File: src/rtl/vga_frame_streamer.sv
// 640x480@60 VGA timing with a timing-locked RAM fetch for a centred 256x256 grayscale window.
// Outputs lag counter position by RD_LAT+2 clocks; free-running, no backpressure (RAM port b is read every clock).
module vga_frame_streamer #(
    parameter int H_ACTIVE = 640,
    parameter int H_FP     = 16,
    parameter int H_SYNC   = 96,
    parameter int H_BP     = 48,
    parameter int V_ACTIVE = 480,
    parameter int V_FP     = 10,
    parameter int V_SYNC   = 2,
    parameter int V_BP     = 33,
    parameter int IMG_W    = 256,
    parameter int IMG_H    = 256,
    parameter int X_OFF    = 192,
    parameter int Y_OFF    = 112,
    parameter int RD_LAT   = 1
) (
    input  logic        clk,
    input  logic        reset,
    input  logic        VGA_enable,
    input  logic [7:0]  pixel,
    output logic [15:0] pixelAddress,
    output logic        hsync,
    output logic        vsync,
    output logic        blank_n,
    output logic [7:0]  r,
    output logic [7:0]  g,
    output logic [7:0]  b,
    output logic        frame_start
);
    localparam int H_TOT = H_ACTIVE + H_FP + H_SYNC + H_BP;
    localparam int V_TOT = V_ACTIVE + V_FP + V_SYNC + V_BP;
    localparam int HW    = $clog2(H_TOT);
    localparam int VW    = $clog2(V_TOT);
    localparam int DLY   = RD_LAT + 1;

    localparam logic [HW-1:0] H_LAST   = HW'(H_TOT - 1);
    localparam logic [HW-1:0] H_ACT_E  = HW'(H_ACTIVE);
    localparam logic [HW-1:0] HS_BEG   = HW'(H_ACTIVE + H_FP);
    localparam logic [HW-1:0] HS_END   = HW'(H_ACTIVE + H_FP + H_SYNC);
    localparam logic [HW-1:0] X_BEG    = HW'(X_OFF);
    localparam logic [HW-1:0] X_END    = HW'(X_OFF + IMG_W);
    localparam logic [VW-1:0] V_LAST   = VW'(V_TOT - 1);
    localparam logic [VW-1:0] V_ACT_E  = VW'(V_ACTIVE);
    localparam logic [VW-1:0] VS_BEG   = VW'(V_ACTIVE + V_FP);
    localparam logic [VW-1:0] VS_END   = VW'(V_ACTIVE + V_FP + V_SYNC);
    localparam logic [VW-1:0] Y_BEG    = VW'(Y_OFF);
    localparam logic [VW-1:0] Y_END    = VW'(Y_OFF + IMG_H);

    typedef struct packed {
        logic hs;
        logic vs;
        logic act;
        logic img;
        logic en;
        logic org;
    } tim_t;

    // Idle stage keeps syncs deasserted so a reset never produces a short sync pulse.
    localparam tim_t TIM_IDLE = '{hs: 1'b1, vs: 1'b1, act: 1'b0, img: 1'b0, en: 1'b0, org: 1'b0};

    logic [HW-1:0] h_cnt_q, h_cnt_d;
    logic [VW-1:0] v_cnt_q, v_cnt_d;
    logic          frame_en_q, frame_en_d;
    logic [15:0]   addr_q, addr_d;
    logic [15:0]   next_addr_q, next_addr_d;
    tim_t          dly_q [DLY];
    tim_t          dly_d [DLY];
    logic          hsync_q, hsync_d;
    logic          vsync_q, vsync_d;
    logic          blank_q, blank_d;
    logic [7:0]    pix_q, pix_d;
    logic          fs_q, fs_d;

    tim_t raw;
    tim_t out;
    logic h_wrap;
    logic at_origin;

    always_comb begin
        h_wrap    = (h_cnt_q == H_LAST);
        at_origin = (h_cnt_q == '0) && (v_cnt_q == '0);

        h_cnt_d = h_wrap ? '0 : h_cnt_q + 1'b1;
        v_cnt_d = v_cnt_q;
        if (h_wrap) begin
            v_cnt_d = (v_cnt_q == V_LAST) ? '0 : v_cnt_q + 1'b1;
        end

        frame_en_d = at_origin ? VGA_enable : frame_en_q;

        raw.hs  = !((h_cnt_q >= HS_BEG) && (h_cnt_q < HS_END));
        raw.vs  = !((v_cnt_q >= VS_BEG) && (v_cnt_q < VS_END));
        raw.act = (h_cnt_q < H_ACT_E) && (v_cnt_q < V_ACT_E);
        raw.img = (h_cnt_q >= X_BEG) && (h_cnt_q < X_END) &&
                  (v_cnt_q >= Y_BEG) && (v_cnt_q < Y_END);
        raw.en  = frame_en_q;
        raw.org = at_origin;

        // Raster order inside the window makes a running index equal (v-Y_OFF)*IMG_W+(h-X_OFF).
        addr_d      = addr_q;
        next_addr_d = next_addr_q;
        if (at_origin) begin
            addr_d      = '0;
            next_addr_d = '0;
        end else if (raw.img && frame_en_q) begin
            addr_d      = next_addr_q;
            next_addr_d = next_addr_q + 16'd1;
        end

        dly_d[0] = raw;
        for (int i = 1; i < DLY; i++) begin
            dly_d[i] = dly_q[i-1];
        end

        out     = dly_q[DLY-1];
        hsync_d = out.hs;
        vsync_d = out.vs;
        blank_d = out.act;
        pix_d   = (out.img && out.en && out.act) ? pixel : 8'd0;
        fs_d    = out.org;
    end

    always_ff @(posedge clk) begin
        if (!reset) begin
            h_cnt_q     <= '0;
            v_cnt_q     <= '0;
            frame_en_q  <= 1'b0;
            addr_q      <= '0;
            next_addr_q <= '0;
            for (int i = 0; i < DLY; i++) begin
                dly_q[i] <= TIM_IDLE;
            end
            hsync_q     <= 1'b1;
            vsync_q     <= 1'b1;
            blank_q     <= 1'b0;
            pix_q       <= '0;
            fs_q        <= 1'b0;
        end else begin
            h_cnt_q     <= h_cnt_d;
            v_cnt_q     <= v_cnt_d;
            frame_en_q  <= frame_en_d;
            addr_q      <= addr_d;
            next_addr_q <= next_addr_d;
            for (int i = 0; i < DLY; i++) begin
                dly_q[i] <= dly_d[i];
            end
            hsync_q     <= hsync_d;
            vsync_q     <= vsync_d;
            blank_q     <= blank_d;
            pix_q       <= pix_d;
            fs_q        <= fs_d;
        end
    end

    assign pixelAddress = addr_q;
    assign hsync        = hsync_q;
    assign vsync        = vsync_q;
    assign blank_n      = blank_q;
    assign r            = pix_q;
    assign g            = pix_q;
    assign b            = pix_q;
    assign frame_start  = fs_q;

endmodule

File: config.mk
export PLATFORM = sky130hd
export DESIGN_NAME = vga_frame_streamer
export DESIGN_NICKNAME = d
export VERILOG_FILES = /design/src/rtl/vga_frame_streamer.sv
export SDC_FILE = /design/constraint.sdc
export NUM_CORES = 1
export LEC_CHECK = 0
export CORE_MARGIN = 2
export CORE_UTILIZATION = 50
export CTS_BUF_LIST = sky130_fd_sc_hd__clkbuf_8
export DETAILED_ROUTE_END_ITERATION = 12
export GPL_TIMING_DRIVEN = 0
export MAX_ROUTING_LAYER = met4
export PLACE_DENSITY_LB_ADDON = 0.15
export SLEW_MARGIN = 30
export SYNTH_ARGS = -nofsm -noshare
export SYNTH_HDL_FRONTEND = slang
export SYNTH_SLANG_ARGS = --single-unit
export TNS_END_PERCENT = 100
File: constraint.sdc
create_clock -name clk -period 3.6 [get_ports clk]
set_clock_uncertainty 0.1 [all_clocks]
set_input_delay 0.54 -clock clk [delete_from_list [all_inputs] [get_ports clk]]
set_output_delay 0.54 -clock clk [all_outputs]
set_load 0.01 [all_outputs]
==> impl_metrics.env <==
export IMPL_postCtsHoldBufs=0
export IMPL_cp_startpoint="h_cnt_q[0]"
export IMPL_maxSlewHeadroom=0.658
export IMPL_drtIter0Drc=82
export IMPL_io_pins=55
export IMPL_io_buffer_count=54
export IMPL_arrival_ns=2.42
export IMPL_design_power_total_mw=1.55
export IMPL_viasPerCell=5.04
export IMPL_yosysUniqueCellTypes=43
export IMPL_min_path_type="reg2reg"
export IMPL_clock_path_buffers=2
export IMPL_area_growth_synth_to_final_pct=25.7
export IMPL_clock_latency_ns=0.33
export IMPL_min_delay_path_depth=1
export IMPL_nets=419
export IMPL_drv_cap=0
export IMPL_r2r_slack_ns=1.30
export IMPL_coreArea_mm2=0.00628
export IMPL_yosysMostFrequentCell="dfxtp_1"
export IMPL_critPathLaunchType="flip-flop"
export IMPL_cts_setup_buffers=0
export IMPL_drc=0
export IMPL_cp_end_kind="flip-flop"
export IMPL_fillers=542
export IMPL_synthFlopType="dfxtp_1"
export IMPL_place_ws_ns=1.30
export IMPL_worst_pin_slew_ns=0.512
export IMPL_fp_dieW_um=84.3
export IMPL_cts_root_buf="clkbuf_8"
export IMPL_die_h_um=84.3
export IMPL_final_hold_viol_count=0
export IMPL_path_class="reg2reg"
export IMPL_syn_num_nets=354
export IMPL_setup_viol=0
export IMPL_yosysWarnings=0
export IMPL_synth_seq_cells=77
export IMPL_dp_hpwl_um=4520
export IMPL_grt_pass1_vias=2224
export IMPL_syn_inst=337
export IMPL_tns_ns=0
export IMPL_synth_top_area_share=0.478
export IMPL_wirelength_um=6140
export IMPL_gp_congestion=0.799
export IMPL_cp_max_fo=10
export IMPL_cts_htree_levels=3
export IMPL_grt_max_degree=13
export IMPL_maxSlewViolCount=0
export IMPL_synth_cell_area_mm2=0.00322
export IMPL_clkSlewWorstSetupHoldPaths_ns=0.08
export IMPL_diodes=0
export IMPL_max_freq_ghz=0.435
export IMPL_num_vias=2439
export IMPL_final_antenna_net_count=0
export IMPL_synth_area_leader_cell="dfxtp_1"
export IMPL_wl_per_cell_um=12.7
export IMPL_timing_rr_start="h_cnt_q[0]"
export IMPL_initial_core_util=0.513
export IMPL_clkSinkCount=77
export IMPL_r2r_cells=7
export IMPL_cellLeakagePower_nw=1.60
export IMPL_layout_setup_ws_ns=1.30
export IMPL_rows=29
export IMPL_grt_pass1_wl_um=10300
export IMPL_ys_top_cells_by_count="dfxtp_1 (77), nor2_1 (50), and2_1 (20), buf_4 (20), xnor2_1 (20)"
export IMPL_synth_edf_count=0
export IMPL_dieArea_mm2=0.00710
export IMPL_synth_area_top_cells="dfxtp_1 (48%), nor2_1 (5.8%), xnor2_1 (5.4%)"
export IMPL_post_route_period_util=0.638
export IMPL_cts_tree="built"
export IMPL_finalCriticalPeriod_ns=2.30
export IMPL_yosysSeqAreaShare=0.478
export IMPL_dr_pass1_iters=4
export IMPL_antenna_found_initial=0
export IMPL_numCtsBuffers=9
export IMPL_cp_required_ns=3.72
export IMPL_vdd_ir_drop_max_mv=0.207
export IMPL_worstReg2RegEnd="pixelAddress[4]"
export IMPL_cp_endpoint="pixelAddress[4]"
export IMPL_async_flop_share=0
export IMPL_avgSynthCellArea_um2=9.56
export IMPL_status="finished clean"
export IMPL_cts_resized_gates=0
export IMPL_grt_use_total=0.183
export IMPL_overflow=0
export IMPL_rsz0062_at_grt="false"
export IMPL_power_density_mw_per_mm2=382
export IMPL_drive_gt1_frac=0.115
==> final cells by class <==
type	instances	area (um^2)	share of cell area
Buffer	28	190	0.0469
Inverter	5	18.8	0.00463
Timing Repair Buffer	54	541	0.133
Multi-Input combinational cell	227	1470	0.363
Tap cell	77	96.3	0.0238
Clock inverter	6	55.1	0.0136
Clock buffer	10	138	0.0340
Sequential cell	77	1540	0.380
==> logic make-up (layout without fill, tap and decap cells) <==
kind of cell    after synthesis  after routing  synth area share
flops                        77             77             0.478
buf+inv                      33            103            0.0649
simple gates                161            161             0.267
fa+ha+maj                     6              6            0.0233
mux                          16             16            0.0497
xor+xnor                     29             29            0.0788
compound gates               15             15            0.0381
==> per-layer routing <==
layer | track usage | wire [um]
met3 | 0.0344 | 285
met5 | - | 0
met2 | 0.269 | 2740
met1 | 0.243 | 3000
met4 | 0.0909 | 113
==> report_power, final <==
| part | internal (mW) | switching, mW | leakage [nW] |
|---|---|---|---|
| Clock | 0.332 | 0.295 | 0.105 |
| Sequential | 0.860 | 0.00528 | 0.623 |
| Combinational | 0.0263 | 0.0292 | 0.876 |
| Total | 1.22 | 0.330 | 1.60 |
==> worst min path at each step <==
stage / to / startpoint
final: vsync / dly_q[0][10]
after global placement: dly_q[0][11] / dly_q[0][5]
after CTS: vsync / dly_q[0][10]
after floorplan: dly_q[0][10] / dly_q[0][4]
after global routing: dly_q[0][11] / dly_q[0][5]
after detailed placement: vsync / dly_q[0][10]
==> layout by cell type, fill, tap and decap left out, drive strengths merged, types with 2 or more instances in the layout <==
cell type,count
a211oi,2
a21oi,4
and2,20
and3,6
and4,4
and4b,2
buf,23
clkbuf,15
clkdlybuf4s50,54
clkinv,2
dfxtp,77
ha,6
inv,7
mux2i,16
nand2,17
nand2b,6
nand3,15
nand4,8
nor2,50
nor2b,5
nor3,5
nor3b,3
nor4,11
nor4b,2
o211ai,2
o21ai,2
or2,2
or4,2
xnor2,20
xor2,9
==> critical path, cell delays in order, from the launching register on <==
cell,delay [ns]
dfxtp_1,0.35
inv_1,0.07
ha_1,0.14
or4b_2,0.59
nor4_2,0.32
nand2b_1,0.31
buf_4,0.24
nor2_1,0.06
==> registers in the layout, indices dropped and copies added (netlist names) <==
| register | cells |
|---|---|
| pixelAddress | 16 |
| h_cnt_q | 10 |
| b | 8 |
| vsync | 1 |
| next_addr_q | 16 |
| blank_n | 1 |
| v_cnt_q | 10 |
| frame_en_q | 1 |
| hsync | 1 |
| dly_q | 12 |
| frame_start | 1 |
==> stage by stage <==
stage               utilization  cell area (um^2)  hold WS (ns)  instances
CTS                       0.645              4050         0.316        484
global placement          0.615              3860         0.288        468
finish                    0.645              4050         0.313        484
floorplan                     -              3220         0.286        337
global route              0.645              4050         0.343        484
detailed placement        0.615              3860         0.298        468
Power figures use the tool's default switching activity.
